<file path="src/rtl/csla_pkg.sv">
// Shared constants and types for the csla_64bit adder and its accumulator.
// CSLA_ACC_SAT_EN selects saturating accumulation in csla_acc_64bit.
package csla_pkg;

   localparam int DATA_W = 64;

   localparam logic [DATA_W-1:0] SAT_VAL = 64'hFFFF_FFFF_FFFF_FFFF;

   typedef enum logic [1:0] {
      IDLE = 2'd0,
      ACC  = 2'd1,
      DONE = 2'd2
   } state_t;

endpackage

</file>
<file path="src/rtl/csla_64bit.sv">
// Combinational 64-bit carry-select adder built from 4-bit blocks.
// Each block precomputes both carry-in cases; the ripple only drives the muxes.
module csla_64bit
   import csla_pkg::*;
(
   input  logic [DATA_W-1:0] a,
   input  logic [DATA_W-1:0] b,
   input  logic              cin,
   output logic [DATA_W-1:0] sum,
   output logic              cout
);

   localparam int BLK = 4;
   localparam int NB  = DATA_W / BLK;

   logic [NB:0] c;

   assign c[0] = cin;

   for (genvar g = 0; g < NB; g++) begin : g_blk
      logic [BLK:0] s0;
      logic [BLK:0] s1;

      assign s0 = {1'b0, a[g*BLK +: BLK]} + {1'b0, b[g*BLK +: BLK]};
      assign s1 = {1'b0, a[g*BLK +: BLK]} + {1'b0, b[g*BLK +: BLK]}
                  + (BLK+1)'(1);

      assign sum[g*BLK +: BLK] = c[g] ? s1[BLK-1:0] : s0[BLK-1:0];
      assign c[g+1]            = c[g] ? s1[BLK]     : s0[BLK];
   end

   assign cout = c[NB];

endmodule

</file>
<file path="src/rtl/csla_acc_64bit.sv">
// Burst accumulator around a single csla_64bit, with sticky overflow flag.
// Define CSLA_ACC_SAT_EN to saturate at all-ones instead of wrapping.
module csla_acc_64bit
   import csla_pkg::*;
#(
   parameter int CNT_W = 8
)
(
   input  logic              clk,
   input  logic              rst,
   input  logic              start,
   input  logic [CNT_W-1:0]  num_terms,
   input  logic              in_valid,
   output logic              in_ready,
   input  logic [DATA_W-1:0] in_data,
   input  logic              in_cin,
   output logic              out_valid,
   input  logic              out_ready,
   output logic [DATA_W-1:0] acc_out,
   output logic              ovf
);

   state_t            state_q, state_d;
   logic [DATA_W-1:0] acc_q, acc_d;
   logic              ovf_q, ovf_d;
   logic [CNT_W-1:0]  cnt_q, cnt_d;

   logic [DATA_W-1:0] add_sum;
   logic              add_cout;
   logic              beat;

   csla_64bit u_add (
      .a    (acc_q),
      .b    (in_data),
      .cin  (in_cin),
      .sum  (add_sum),
      .cout (add_cout)
   );

   assign in_ready  = (state_q == ACC);
   assign out_valid = (state_q == DONE);
   assign beat      = in_valid && in_ready;
   assign acc_out   = acc_q;
   assign ovf       = ovf_q;

   always_comb begin
      state_d = state_q;
      acc_d   = acc_q;
      ovf_d   = ovf_q;
      cnt_d   = cnt_q;
      unique case (state_q)
         IDLE: begin
            if (start) begin
               acc_d   = '0;
               ovf_d   = 1'b0;
               cnt_d   = num_terms;
               state_d = (num_terms != '0) ? ACC : DONE;
            end
         end
         ACC: begin
            if (beat) begin
`ifdef CSLA_ACC_SAT_EN
               // Once saturated, stay pinned at all-ones for the burst
               if (add_cout || (ovf_q && acc_q == SAT_VAL)) begin
                  acc_d = SAT_VAL;
                  ovf_d = 1'b1;
               end else begin
                  acc_d = add_sum;
                  ovf_d = ovf_q;
               end
`else
               acc_d = add_sum;
               ovf_d = ovf_q | add_cout;
`endif
               cnt_d = cnt_q - CNT_W'(1);
               if (cnt_q == CNT_W'(1)) begin
                  state_d = DONE;
               end
            end
         end
         DONE: begin
            if (out_ready) begin
               state_d = IDLE;
            end
         end
         default: state_d = IDLE;
      endcase
   end

   always_ff @(posedge clk or posedge rst) begin
      if (rst) begin
         state_q <= IDLE;
         acc_q   <= '0;
         ovf_q   <= 1'b0;
         cnt_q   <= '0;
      end else begin
         state_q <= state_d;
         acc_q   <= acc_d;
         ovf_q   <= ovf_d;
         cnt_q   <= cnt_d;
      end
   end

endmodule

</file>
<file path="config.mk">
export PLATFORM = sky130hd
export DESIGN_NAME = csla_acc_64bit
export DESIGN_NICKNAME = d
export VERILOG_FILES = /design/src/rtl/csla_pkg.sv /design/src/rtl/csla_64bit.sv /design/src/rtl/csla_acc_64bit.sv
export SDC_FILE = /design/constraint.sdc
export NUM_CORES = 1
export LEC_CHECK = 0
export CAP_MARGIN = 30
export CORE_MARGIN = 3
export CORE_UTILIZATION = 34
export DETAILED_ROUTE_END_ITERATION = 10
export MAX_ROUTING_LAYER = met4
export PLACE_DENSITY = 0.63
export SYNTH_ARGS = -nofsm -noshare
export SYNTH_HDL_FRONTEND = slang
export SYNTH_SLANG_ARGS = --single-unit
</file>
<file path="constraint.sdc">
create_clock -name clk -period 21.3 [get_ports clk]
set_input_delay 2.13 -clock clk [delete_from_list [all_inputs] [get_ports clk]]
set_output_delay 2.13 -clock clk [all_outputs]
set_load 0.01 [all_outputs]
</file>
==> impl_metrics.csv <==
group,metric,value,unit
outcome,status,"completed",
sta,final.min_clock_period,9.890,ns
routing,drt_first_pass_iters,4,
setup_path,worst_setup_path_startpoint,"in_data[0]",
sta,finClkSkew,0.01134,ns
global_routing,first_pass_grt_wire_length,25430,µm
floorplan,io_pins,145,
synth,number_of_enable_type_register_cells_in_the_synthesized_netlist,0,
job,max_cap_violations,0,
setup_path,critical-path-slowest-cell,"xnor2_1",
setup_path,path_class,"in -> reg",
global_routing,global_route.usage.total,15.93,%
place,numPlacedInstances,1018,
synth,yosys_warnings,0,
routing,vias,5195,
synth,postSynth.asyncResetShare,100.0,%
synth,yosysSeqAreaShare,30.10,%
cts,max-clock-path-buffers,2,
sta,layout_worst_path_cycle_share,46.43,%
synth,netlist-cell-type-count,42,
cells_and_area,register_area,1877,µm²
floorplan,die_width,141.4,µm
synth,number_of_instances_in_the_synthesized_netlist,662,
global_routing,grt_max_degree,62,
synth,post_synth.cell_area_avg,9.418,µm²
place,dp.final_hpwl,11510,µm
routing,drtIter0Drc,263,
setup_path,r2r_start,"acc_out[0]$_DFFE_PP0P_",
cells_and_area,num-nets-final,980,
place,gp_routability_congestion,0.7824,
global_routing,grt_pass1_vias,5206,
cells_and_area,antenna_cells_inserted,0,
hold_path,min_from,"acc_out[14]$_DFFE_PP0P_",
routing,routedWlPerCell,14.78,µm
pwr,p_leak,0.003658,µW
hold_path,worst_hold_path_type,"reg -> reg",
cts,clk_latency,0.34,ns
setup_path,critical_path_peak_fanout,8,
sta,achievable-frequency,0.1011,GHz
pwr,maximum_resistive_drop_on_vdd,0.05612,mV
routing,finalWirelength,15260,µm
cts,holdBufCountCts,0,
cts,tritoncts_num_sinks,75,
cts,post-cts-setup-buffer-count,0,
sta,timing.final.max_slew_violations,0,
floorplan,floorplan.rows,48,
cts,cts_max_level,3,
synth,synth_flop_cell,"dfrtp_1",
cells_and_area,layout.cells.non_filler,1033,
cts,tritoncts_clock_tree,"done",
cts,postCtsResizedCells,0,
global_routing,globalRoute.totalOverflow,0,
floorplan,floorplan.core_area,17600,µm²
synth,synth_seq_cells,75,
setup_path,worst_path_largest_cell_delay,0.59,ns
sta,maxSlewHeadroom,53.02,%
cts,cts_inserted_buffers,9,
sta,fin_tns_setup,0,ns
cts,cts.root.buffer_cell,"clkbuf_16",
routing,antenna_left,0,
cells_and_area,fillers,1701,
global_routing,initial_antenna_violation_count,0,
setup_path,worst_path_most_repeated_cell,"mux2i_1",
cells_and_area,multi_input_gate_area_in_the_final_layout,4274,µm²
place,port-buffer-count,144,
synth,mappedNetlistNets,838,
pwr,p_total,1113,µW
sta,hold_viol_final,0,
sta,worst_pin_slew,0.6997,ns
floorplan,fp.dieArea,20000,µm²
setup_path,cp.required,21.52,ns
cts,clk_pin_slew_worst_paths,0.06,ns
synth,netlist_area_before_placement,6235,µm²
sta,rsz0062_at_grt,"false",
floorplan,initial_core_util,35.43,%
floorplan,die_y,141.4,µm
setup_path,worstSetupEndpointType,"flip-flop",
routing,vias_per_cell,5.029,
routing,remaining_drc_errors,0,
cells_and_area,drive_above_1_share,3.465,%
sta,report.final.setup_viol,0,
pwr,cellPowerDensity,134.8,nW/µm²
setup_path,critPathArrivalTime,10.12,ns
setup_path,worst_setup_path_start_kind,"primary input",
cells_and_area,flow.area_growth_from_synthesis,32.41,%
## per-layer routing
layer	share of wire, %	GRT usage [%]	vias up
met5	0	-	-
met4	0.51	3.030	0
met3	6.6	4.651	6
met2	43	23.90	120
met1	50	21.68	2411
li1	-	-	2658
## final timing paths
check | end | slack [ns] | depth (start not counted)
worst max-delay path | acc_out[62]$_DFFE_PP0P_ | 11.41 | 25
worst min-delay path | acc_out[14]$_DFFE_PP0P_ | 0.51 | 2
worst max register to register | acc_out[62]$_DFFE_PP0P_ | 13.22 | 24
worst min register to register | acc_out[14]$_DFFE_PP0P_ | 0.51 | 2
max in group asynchronous | acc_out[14]$_DFFE_PP0P_ | 18.51 | 4
min in group asynchronous | acc_out[37]$_DFFE_PP0P_ | 2.21 | 3
## cell usage in the layout (no fill, tap or decap), drive strengths merged, types with 2 or more instances in the layout
cell type,synthesis,routed
nand4,7,7
o21ai,74,74
nor2,28,28
inv,8,7
nor4,6,6
dfrtp,75,75
or2,2,2
nor4bb,2,2
buf,0,5
a21o,33,33
nand3b,9,9
nor3,6,6
nand2,85,85
nand4b,10,10
mux2i,26,26
clkbuf,18,13
ha,82,82
a21oi,43,43
a32oi,3,3
clkdlybuf4s50,0,144
nand2b,4,4
a22oi,2,2
clkinv,0,3
xor2,26,26
and2,3,3
fa,16,16
xnor2,64,64
and3,3,3
a22o,2,2
nand3,13,13
## area by class of cell
cell class / count / area share (%)
multi-input combinational: 561 / 51.77
sequential: 75 / 22.73
timing repair buffer: 149 / 18.31
tap: 225 / 3.410
clock buffer: 13 / 3.274
inverter: 8 / 0.3789
clock inverter: 2 / 0.1212
## sequential cells by signal, summed over array words and instances, names as in the netlist
name,cells
ovf,1
state_q,2
acc_out,64
cnt_q,8
## worst max-delay path, delay by kind of cell
| kind | cells | cell delay (ns) |
|---|---|---|
| xor gates and xnor gates | 2 | 0.91 |
| adders and majority gates | 3 | 0.93 |
| AOI/OAI and AO/OA | 5 | 1.53 |
| muxes | 10 | 3.40 |
| buffers and inverters | 1 | 0.40 |
| and+or+nand+nor | 4 | 0.78 |
## cells in the mapped netlist (2+ instances only)
master / n / area, µm²
a21o_1: 33 / 247.7
nand4b_1: 10 / 87.58
and2_1: 3 / 18.77
clkbuf_1: 18 / 67.56
nor2_1: 28 / 105.1
and3_1: 2 / 12.51
a22oi_1: 2 / 15.01
nor4_1: 5 / 31.28
ha_1: 82 / 1026
nand4_1: 7 / 43.79
nor3_1: 6 / 30.03
nor4bb_1: 2 / 20.02
fa_1: 16 / 320.3
a21oi_1: 43 / 215.2
nand2b_1: 4 / 25.02
mux2i_1: 26 / 260.3
o21ai_0: 68 / 340.3
nand2_1: 85 / 319.1
or2_2: 2 / 12.51
o21ai_1: 6 / 30.03
nand3b_1: 9 / 67.56
dfrtp_1: 75 / 1877
inv_1: 8 / 30.03
a32oi_1: 3 / 26.28
nand3_1: 13 / 65.06
xor2_1: 26 / 227.7
xnor2_1: 64 / 560.5
a22o_1: 2 / 17.52
## kinds of logic (layout without fill, tap and decap cells)
| family | Yosys count | in the layout | share of synthesized area (%) |
|---|---|---|---|
| AOI/OAI and AO/OA | 165 | 165 | 15.55 |
| xor gates and xnor gates | 90 | 90 | 12.64 |
| adders and majority gates | 98 | 98 | 21.59 |
| buffers and inverters | 26 | 172 | 1.565 |
| DFF | 75 | 75 | 30.10 |
| muxes | 26 | 26 | 4.174 |
| and+or+nand+nor | 182 | 182 | 14.37 |
## per-stage QoR
| stage | cell area (µm²) | setup slack, ns | hold WS (ns) | util [%] |
|---|---|---|---|---|
| detailed placement | 7975 | 11.03 | 0.4990 | 45.32 |
| CTS | 8255 | 11.35 | 0.5147 | 46.91 |
| global placement | 7928 | 11.18 | 0.4950 | 45.05 |
| global route | 8255 | 10.83 | 0.5450 | 46.91 |
| floorplan | 6235 | 12.41 | 0.4713 | - |
| finish | 8255 | 11.41 | 0.5135 | 46.91 |
## where the power goes
group	total, µW	internal, µW	switching [µW]
Combinational	707	344	363
Sequential	259	201	57.7
Clock	147	87.5	59.2
Power figures use the tool's default switching activity.
